File: config.mk
export PLATFORM = sky130hd
export DESIGN_NAME = quad_decoder
export DESIGN_NICKNAME = d
export VERILOG_FILES = /design/src/rtl/quad_decoder.sv
export SDC_FILE = /design/constraint.sdc
export NUM_CORES = 1
export LEC_CHECK = 0
export ABC_AREA = 1
export CELL_PAD_IN_SITES_DETAIL_PLACEMENT = 0
export CELL_PAD_IN_SITES_GLOBAL_PLACEMENT = 1
export CORE_MARGIN = 2
export CORE_UTILIZATION = 40
export DETAILED_ROUTE_END_ITERATION = 10
export GPL_TIMING_DRIVEN = 0
export PLACE_DENSITY = 0.8
export REMOVE_ABC_BUFFERS = 1
export SLEW_MARGIN = 30
export SYNTH_ARGS = -nofsm -noshare
export SYNTH_HDL_FRONTEND = slang
export SYNTH_SLANG_ARGS = --single-unit
File: constraint.sdc
create_clock -name clk -period 2.6 [get_ports clk]
set_input_delay 0.26 -clock clk [delete_from_list [all_inputs] [get_ports clk]]
set_output_delay 0.26 -clock clk [all_outputs]
set_load 0.01 [all_outputs]
File: src/rtl/quad_decoder.sv
// Quadrature encoder decoder: 2-FF sync, per-channel glitch filter, Gray phase decode, up/down count.
// Define QUAD_DIV4_EN for x1 decode (count only on the 3<->0 phase crossing); default is x4 decode.
module quad_decoder #(
  parameter int CNT_BITS  = 8,
  parameter int FILT_LOG2 = 4
) (
  input  logic                clk,
  input  logic                rst,
  input  logic                enc_a,
  input  logic                enc_b,
  input  logic                clr,
  output logic [CNT_BITS-1:0] pos,
  output logic                step,
  output logic                dir,
  output logic                err
);

  localparam logic [FILT_LOG2-1:0] FCNT_MAX = '1;

  logic [1:0] pin_in;
  logic [1:0] filt_vec_q;
  logic [1:0] filt_vec_d;

  assign pin_in = {enc_a, enc_b};

  genvar gi;
  generate
    for (gi = 0; gi < 2; gi++) begin : g_chan
      logic                 s1_q;
      logic                 s2_q;
      logic                 filt_q;
      logic                 filt_d;
      logic [FILT_LOG2-1:0] fcnt_q;
      logic [FILT_LOG2-1:0] fcnt_d;

      // Synchronizer flops run free; reset only seeds the filter from their output.
      always_ff @(posedge clk) begin
        s1_q <= pin_in[gi];
        s2_q <= s1_q;
      end

      always_comb begin
        fcnt_d = '0;
        filt_d = filt_q;
        if (rst) begin
          filt_d = s2_q;
        end else if (s2_q != filt_q) begin
          if (fcnt_q == FCNT_MAX) begin
            filt_d = s2_q;
          end else begin
            fcnt_d = fcnt_q + 1'b1;
          end
        end
      end

      always_ff @(posedge clk) begin
        filt_q <= filt_d;
        fcnt_q <= fcnt_d;
      end

      assign filt_vec_q[gi] = filt_q;
      assign filt_vec_d[gi] = filt_d;
    end
  endgenerate

  logic [1:0]          phase;
  logic [1:0]          phase_seed;
  logic [1:0]          delta;
  logic [1:0]          prev_phase_q, prev_phase_d;
  logic [CNT_BITS-1:0] pos_q, pos_d;
  logic                step_q, step_d;
  logic                dir_q, dir_d;
  logic                err_q, err_d;
  logic                count_up;
  logic                count_dn;

  assign phase      = {filt_vec_q[1], filt_vec_q[1] ^ filt_vec_q[0]};
  assign phase_seed = {filt_vec_d[1], filt_vec_d[1] ^ filt_vec_d[0]};
  assign delta      = phase - prev_phase_q;

`ifdef QUAD_DIV4_EN
  assign count_up = (prev_phase_q == 2'd3) && (phase == 2'd0);
  assign count_dn = (prev_phase_q == 2'd0) && (phase == 2'd3);
`else
  assign count_up = (delta == 2'd1);
  assign count_dn = (delta == 2'd3);
`endif

  always_comb begin
    pos_d        = pos_q;
    step_d       = 1'b0;
    dir_d        = dir_q;
    err_d        = err_q;
    prev_phase_d = phase;
    if (rst) begin
      // Track the seeded filter level so leaving reset never produces a count.
      pos_d        = '0;
      dir_d        = 1'b0;
      err_d        = 1'b0;
      prev_phase_d = phase_seed;
    end else begin
      if (count_up) begin
        pos_d  = pos_q + 1'b1;
        dir_d  = 1'b1;
        step_d = 1'b1;
      end else if (count_dn) begin
        pos_d  = pos_q - 1'b1;
        dir_d  = 1'b0;
        step_d = 1'b1;
      end
      if (delta == 2'd2) begin
        err_d = 1'b1;
      end
      if (clr) begin
        pos_d = '0;
        err_d = 1'b0;
      end
    end
  end

  always_ff @(posedge clk) begin
    prev_phase_q <= prev_phase_d;
    pos_q        <= pos_d;
    step_q       <= step_d;
    dir_q        <= dir_d;
    err_q        <= err_d;
  end

  assign pos  = pos_q;
  assign step = step_q;
  assign dir  = dir_q;
  assign err  = err_q;

endmodule

==> results.md, run 1 <==
- Gr usage total: between 10% and 20%
- Worst min path class: register to register
- Ratio of cells with drive above 1 in the final layout: about a tenth
- Main combinational cell family by area after synthesis: simple AND/OR/NAND/NOR gates
- Comb power frac: a little under two fifths
- DRC: 0
- Initial antenna violation count: 0
- CP startpoint kind: register
- TNS Setup: 0 ps
- Fin. Hold Viols: 0
- Die area: between 3000 and 4000 um2
- Commonest cells in the netlist: nand2_1, dfxtp_1, inv_1
- Area Overhead vs Synth: 16.0%
- Max_cap viols: 0
- Tightest Pin Transition: 372 ps
- Vias/cell: 4.63
- Most common cell in the netlist: nand2_1
- Flop-to-flop setup slack: approximately 410 ps
- Min Clock Period, post-route: 2190 ps
- Netlist cell types: 27
- Routed length per instance: a little over 10 um
- Final Core Density: 49.7%
- Clock Skews: ~16 ps
- Reg2reg start: g_chan[0].filt_q
- Most frequent CP cell: nand2_1
- Via count: approximately 1100
- GPL Wtd Cong: approximately 0.80
- Finished Cell Area: around 1500 um2
- Power Dens Cells: 686 nW/um2
- Htree depth: 1
- Clk pwr share: 16.7%
- Post-synthesis xor/xnor area fraction: 6.59%
- Clock transition at path regs: 150 ps
- PnR worst setup slack: around 410 ps
- Post-Synthesis Cells: between 150 and 200
- Adder-cell share of the synthesized area: under 10%
- Max Slew Vio Count: 0
- Post-DP HPWL: 1780 um
- Initial core utilization: a little over two fifths
- DR pass1 iterations: 2
- Slew margin rel.: roughly three quarters
- Mux cell area share after synthesis: 0%
- Sequential share of power: between 40 and 50%
- CP Data Arrival Time: between 2000 and 2500 ps
- GRT overflow: 0
- Status: finished, final reports clean
- Crit path depth: 13
- DR iter-0 viols: 18
- FP Rows: 20
- Post-synth ARST share: 0%
- Total CTS buffers: 3
- Crit. End Element: register
- Hold-fix buffers, CTS: 0
- Area contributors post-synth: dfxtp_1, nand2_1, ha_1
- Setup CP Type: register to register
- Post-CTS Resized: 0
- Io pins: 16
- Die Span Y: between 60 and 70 um
- Lkg Pwr: roughly 0.00072 uW
- Placed inst area: roughly 1500 um2
- Final antenna-violating net count: 0
- Slowest cell on the critical path: dfxtp_1
- Root buffer cell: clkbuf_4
- Psw: ~370 uW
- Place WS: between 300 and 400 ps
- Fin nets: approximately 200
- Worst skew pair latency: 320 ps
- Crit path largest cell delay: about 440 ps
- First-pass GRT wire length: 4150 um
- Critical Path RT: roughly 2900 ps
- YS warnings: 0
- F_max: approximately 460 MHz
- #FFs+latches synth: 27
- CTS tree: yes
- Vias in the first global route: slightly above 1000
- Final Setup Violations: 0
- Buf/Inv on CP: 2
- Worst r2r dst: pos[5]
- Number of diodes: 0
- Yosys top cell area share: 40.6%
- Crit path max fanout: 17
- Cell-internal power: 684 uW
- Total Power: approximately 1100 uW
- Mapped Area: roughly 1300 um2
- Area leader, netlist: dfxtp_1
- Worst-path cell chain: inv_2 -> nand2_1 -> nand3_2 -> nand2_4 -> nand2_4 -> ha_1 -> a21oi_1 -> nand2_1 -> a21oi_1 -> or2_2 -> nand3_1 -> nand2_1 -> inv_1
- Simple-gate portion of the synthesized area: approximately a quarter
- Number of synthesized flops with an enable pin: 0
- Top_reg_cell synth: dfxtp_1
- Maximum vdd drop: around 0.36 mV
- Sw Ratio: 35.3%
- WL final: 2290 um
- Top delay family on crit path: simple AND/OR/NAND/NOR gates
- Crit share post-route: between 80% and 90%
- FF-to-FF path depth: 13
- Setup Buffers After CTS: 0
- Largest net degree at the start of global routing: 18
- Longest Clk Path Bufs: 2
- Register area share after synthesis: 40.6%
- Compound-Gate Fraction of Synth Area: 10.6%
- Setup crit end: pos[5]
- Core area: roughly 3100 um2
- Die width: 61.7 um
- Synthesized area per cell: 8.01 um2
- CP startpoint: g_chan[0].filt_q
- Unrepaired setup endpoints after global routing: false
- Number of port buffers: 15
- Clk sinks: 27
## worst register-to-register path, cell delays in order (launching register included)
cell and delay, ps:
dfxtp_1 440, inv_2 80, nand2_1 70, nand3_2 120, nand2_4 210, nand2_4 140, ha_1 340, a21oi_1 130
nand2_1 130, a21oi_1 190, or2_2 130, nand3_1 50, nand2_1 60, inv_1 30
## routing by layer
layer / global-route usage [%] / wire, um
met5: 0 / 0
met4: 2.74 / 15
met3: 4.83 / 76
met2: 26.3 / 1150
met1: 16.8 / 1050
## placed cells by master (no fill, tap or decap), types with 5 or more instances in the layout
cell type,count
nand2_1,31
dfxtp_1,27
inv_1,16
clkdlybuf4s50_1,15
nor2_1,14
nand3_1,13
a21oi_1,11
ha_1,9
o21ai_1,7
xor2_1,7
nand2_2,5
## power by group through the flow
| stage | registers (uW) | logic (uW) | clock network (uW) |
|---|---|---|---|
| global route | 489 | 461 | 204 |
| finish | 482 | 399 | 177 |
| global placement | 489 | 397 | 0 |
| floorplan | 497 | 290 | 0 |
| detailed placement | 491 | 402 | 0 |
| CTS | 483 | 404 | 186 |
## through the flow
step | instances | hold WS (ps)
after floorplan | 164 | 288
after global placement | 223 | 317
after detailed placement | 223 | 315
after CTS | 227 | 346
after global routing | 227 | 343
final | 227 | 344
## registers in the layout, summed over array words and instances (netlist names)
signal and count:
step 1, g_chan.fcnt_q 8, prev_phase_q 2, g_chan.s2_q 2, err 1, g_chan.s1_q 2, g_chan.filt_q 2, dir 1
pos 8
## cell families after synthesis
group	after synthesis
compound gates	25
xor+xnor	10
fa+ha+maj	10
buf+inv	24
flops	27
simple gates	70
## worst min-delay path by stage
stage	from	end	slack, ps	depth (start not counted)
global route	enc_a	g_chan[1].s1_q	340	1
floorplan	enc_b	g_chan[0].s1_q	290	0
detailed placement	g_chan[1].s1_q	g_chan[1].s2_q	310	0
CTS	g_chan[1].s1_q	g_chan[1].s2_q	350	0
finish	g_chan[1].s1_q	g_chan[1].s2_q	340	0
global placement	g_chan[1].s1_q	g_chan[1].s2_q	320	0
## cell type report
| type | count | area, um2 |
|---|---|---|
| Fill cell | 334 | 1560 |
| Multi-Input combinational cell | 115 | 688 |
| Clock buffer | 4 | 26.3 |
| Inverter | 22 | 82.6 |
| Sequential cell | 27 | 541 |
| Timing Repair Buffer | 15 | 150 |
| Tap cell | 44 | 55.1 |
Power figures use the tool's default switching activity.
==> run 2, diff against run 1 <==
==> constraint.sdc (replaced) <==
create_clock -name clk -period 2.3 [get_ports clk]
set_input_delay 0.23 -clock clk [delete_from_list [all_inputs] [get_ports clk]]
set_output_delay 0.23 -clock clk [all_outputs]
set_load 0.01 [all_outputs]
==> run 2 against run 1 <==
Effect of this change: core utilization up 2.1 points; global-route usage unchanged; sequential share of layout area down 1.3 points; wire length up 3.2%; register-to-register slack worse by 210 ps; die area unchanged; worst setup slack worse by 210 ps; first-iteration DRC count up 33%; sequential power up 14%; clock skew down 4.0 ps; design area up 4.3%; critical path type unchanged; largest cell class unchanged.
==> results.md, run 2 (synthesis results as in run 1) <==
- Number of diodes: 0
- Crit path max fanout: 18
- Power Dens Cells: 779 nW/um2
- Worst-path cell chain: inv_2 -> nand2_1 -> nand3_2 -> nand2_8 -> nand2_4 -> ha_1 -> a21oi_1 -> nand2_1 -> a21oi_1 -> or2_2 -> nand3_1 -> nand2_1 -> inv_1
- Crit share post-route: 91.2%
- Unrepaired setup endpoints after global routing: false
- TNS Setup: 0 ps
- Root buffer cell: clkbuf_4
- Tightest Pin Transition: 375 ps
- PnR worst setup slack: 202 ps
- Clock Skews: between 10 and 15 ps
- Final Setup Violations: 0
- Fin nets: 202
- Largest net degree at the start of global routing: 18
- Vias in the first global route: between 1000 and 1500
- Slowest cell on the critical path: dfxtp_2
- Die area: between 3000 and 4000 um2
- GRT overflow: 0
- DR pass1 iterations: 4
- Reg2reg start: g_chan[0].filt_q
- Number of port buffers: 15
- Maximum vdd drop: ~0.42 mV
- Area Overhead vs Synth: 21.0%
- DRC: 0
- Max_cap viols: 0
- First-pass GRT wire length: between 4000 and 5000 um
- Most common cell after layout, fill and taps aside: nand2_1
- CP startpoint kind: register
- Initial antenna violation count: 0
- Ratio of cells with drive above 1 in the final layout: 15.6%
- F_max: about 480 MHz
- Setup CP Type: register to register
- GPL Wtd Cong: around 0.8
- Most frequent CP cell: nand2_1
- Lkg Pwr: around 0.00073 uW
- Hold WS: 338 ps
- Commonest non-fill, non-tap cells in the layout: nand2_1, dfxtp_1, inv_1
- Max Slew Vio Count: 0
- CP Data Arrival Time: approximately 2300 ps
- Min-delay src: enc_a
- WL final: approximately 2400 um
- Crit. End Element: register
- Clk sinks: 27
- CTS tree: yes
- Slew margin rel.: 75.0%
- CP startpoint: g_chan[0].filt_q
- Total CTS buffers: 3
- Die Span Y: approximately 62 um
- Via count: 1090
- Crit path largest cell delay: around 400 ps
- Place WS: 91.6 ps
- Core area: just over 3000 um2
- Status: finished, final reports clean
- Longest Clk Path Bufs: 2
- Gr usage total: approximately 15%
- Hold-fix buffers, CTS: 0
- Post-DP HPWL: ~1800 um
- Critical Path RT: approximately 2600 ps
- Worst skew pair latency: roughly 320 ps
- FP Rows: 20
- Clock transition at path regs: around 150 ps
- Routed length per instance: between 10 and 15 um
- Total Power: between 1000 and 1500 uW
- Die width: between 60 and 70 um
- Final antenna-violating net count: 0
- Worst min path class: primary input to register
- DR iter-0 viols: 24
- Final Core Density: 51.9%
- Min Clock Period, post-route: about 2100 ps
- Io pins: 16
- Htree depth: 1
- Vias/cell: about 4.7
- Initial core utilization: 42.9%
- Fin. Hold Viols: 0
## run 2: cell count changes in the layout (fill, tap and decap cells not counted), sizes merged
| cell | delta |
|---|---|
| buf | +2 |
| nand2 | +1 |
## run 2: repair_timing
item,4_1_cts,5_1_grt
resized for setup,0,8
setup endpoints to repair,0,3
setup buffers,0,2
## run 2: power breakdown
| part | internal, uW | switching [uW] |
|---|---|---|
| Combinational | 226 | 276 |
| Clock | 67.8 | 134 |
| Sequential | 512 | 36.8 |
## run 2: cell type report
type,count,area (um2)
timing repair buffer,17,165
clock buffer,4,26.3
multi-input combinational,116,737
inverter,22,82.6
sequential,27,543
tap,44,55.1
fill,329,1490
## run 2: metal layers
layer | GRT usage, % | vias up | part of all wire, %
met3 | 4.83 | 2 | 3.7
met2 | 26.3 | 13 | 51
met4 | 2.74 | 0 | 0.63
li1 | - | 576 | -
met1 | 16.8 | 499 | 45
met5 | 0 | - | 0
## run 2: final timing paths
kind	cells after the start	slack, ps	end
max	13	200	pos[5]
min	1	340	g_chan[1].s1_q
max reg2reg	13	200	pos[5]
min reg2reg	0	340	g_chan[1].s2_q
## run 2: worst max-delay path, delay by kind of cell (launching register included)
family	cells	cell delay, ps
simple gates	8	880
compound gates	2	320
buf+inv	2	90
flops	1	400
fa+ha+maj	1	340
## run 2: metrics by stage
stage          instance area, um2  cells
3_5_place_dp                 1520    223
3_3_place_gp                 1520    223
5_1_grt                      1610    230
6_report                     1610    230
4_1_cts                      1540    227
2_1_floorplan                1310    164
==> run 3, diff against run 2 <==
--- a/config.mk
+++ b/config.mk
@@ -18,3 +18,4 @@
 export SYNTH_ARGS = -nofsm -noshare
 export SYNTH_HDL_FRONTEND = slang
 export SYNTH_SLANG_ARGS = --single-unit
+export TNS_END_PERCENT = 5
==> results of run 3 <==
The final DEF is identical to that of run 2; final timing and power are the same.
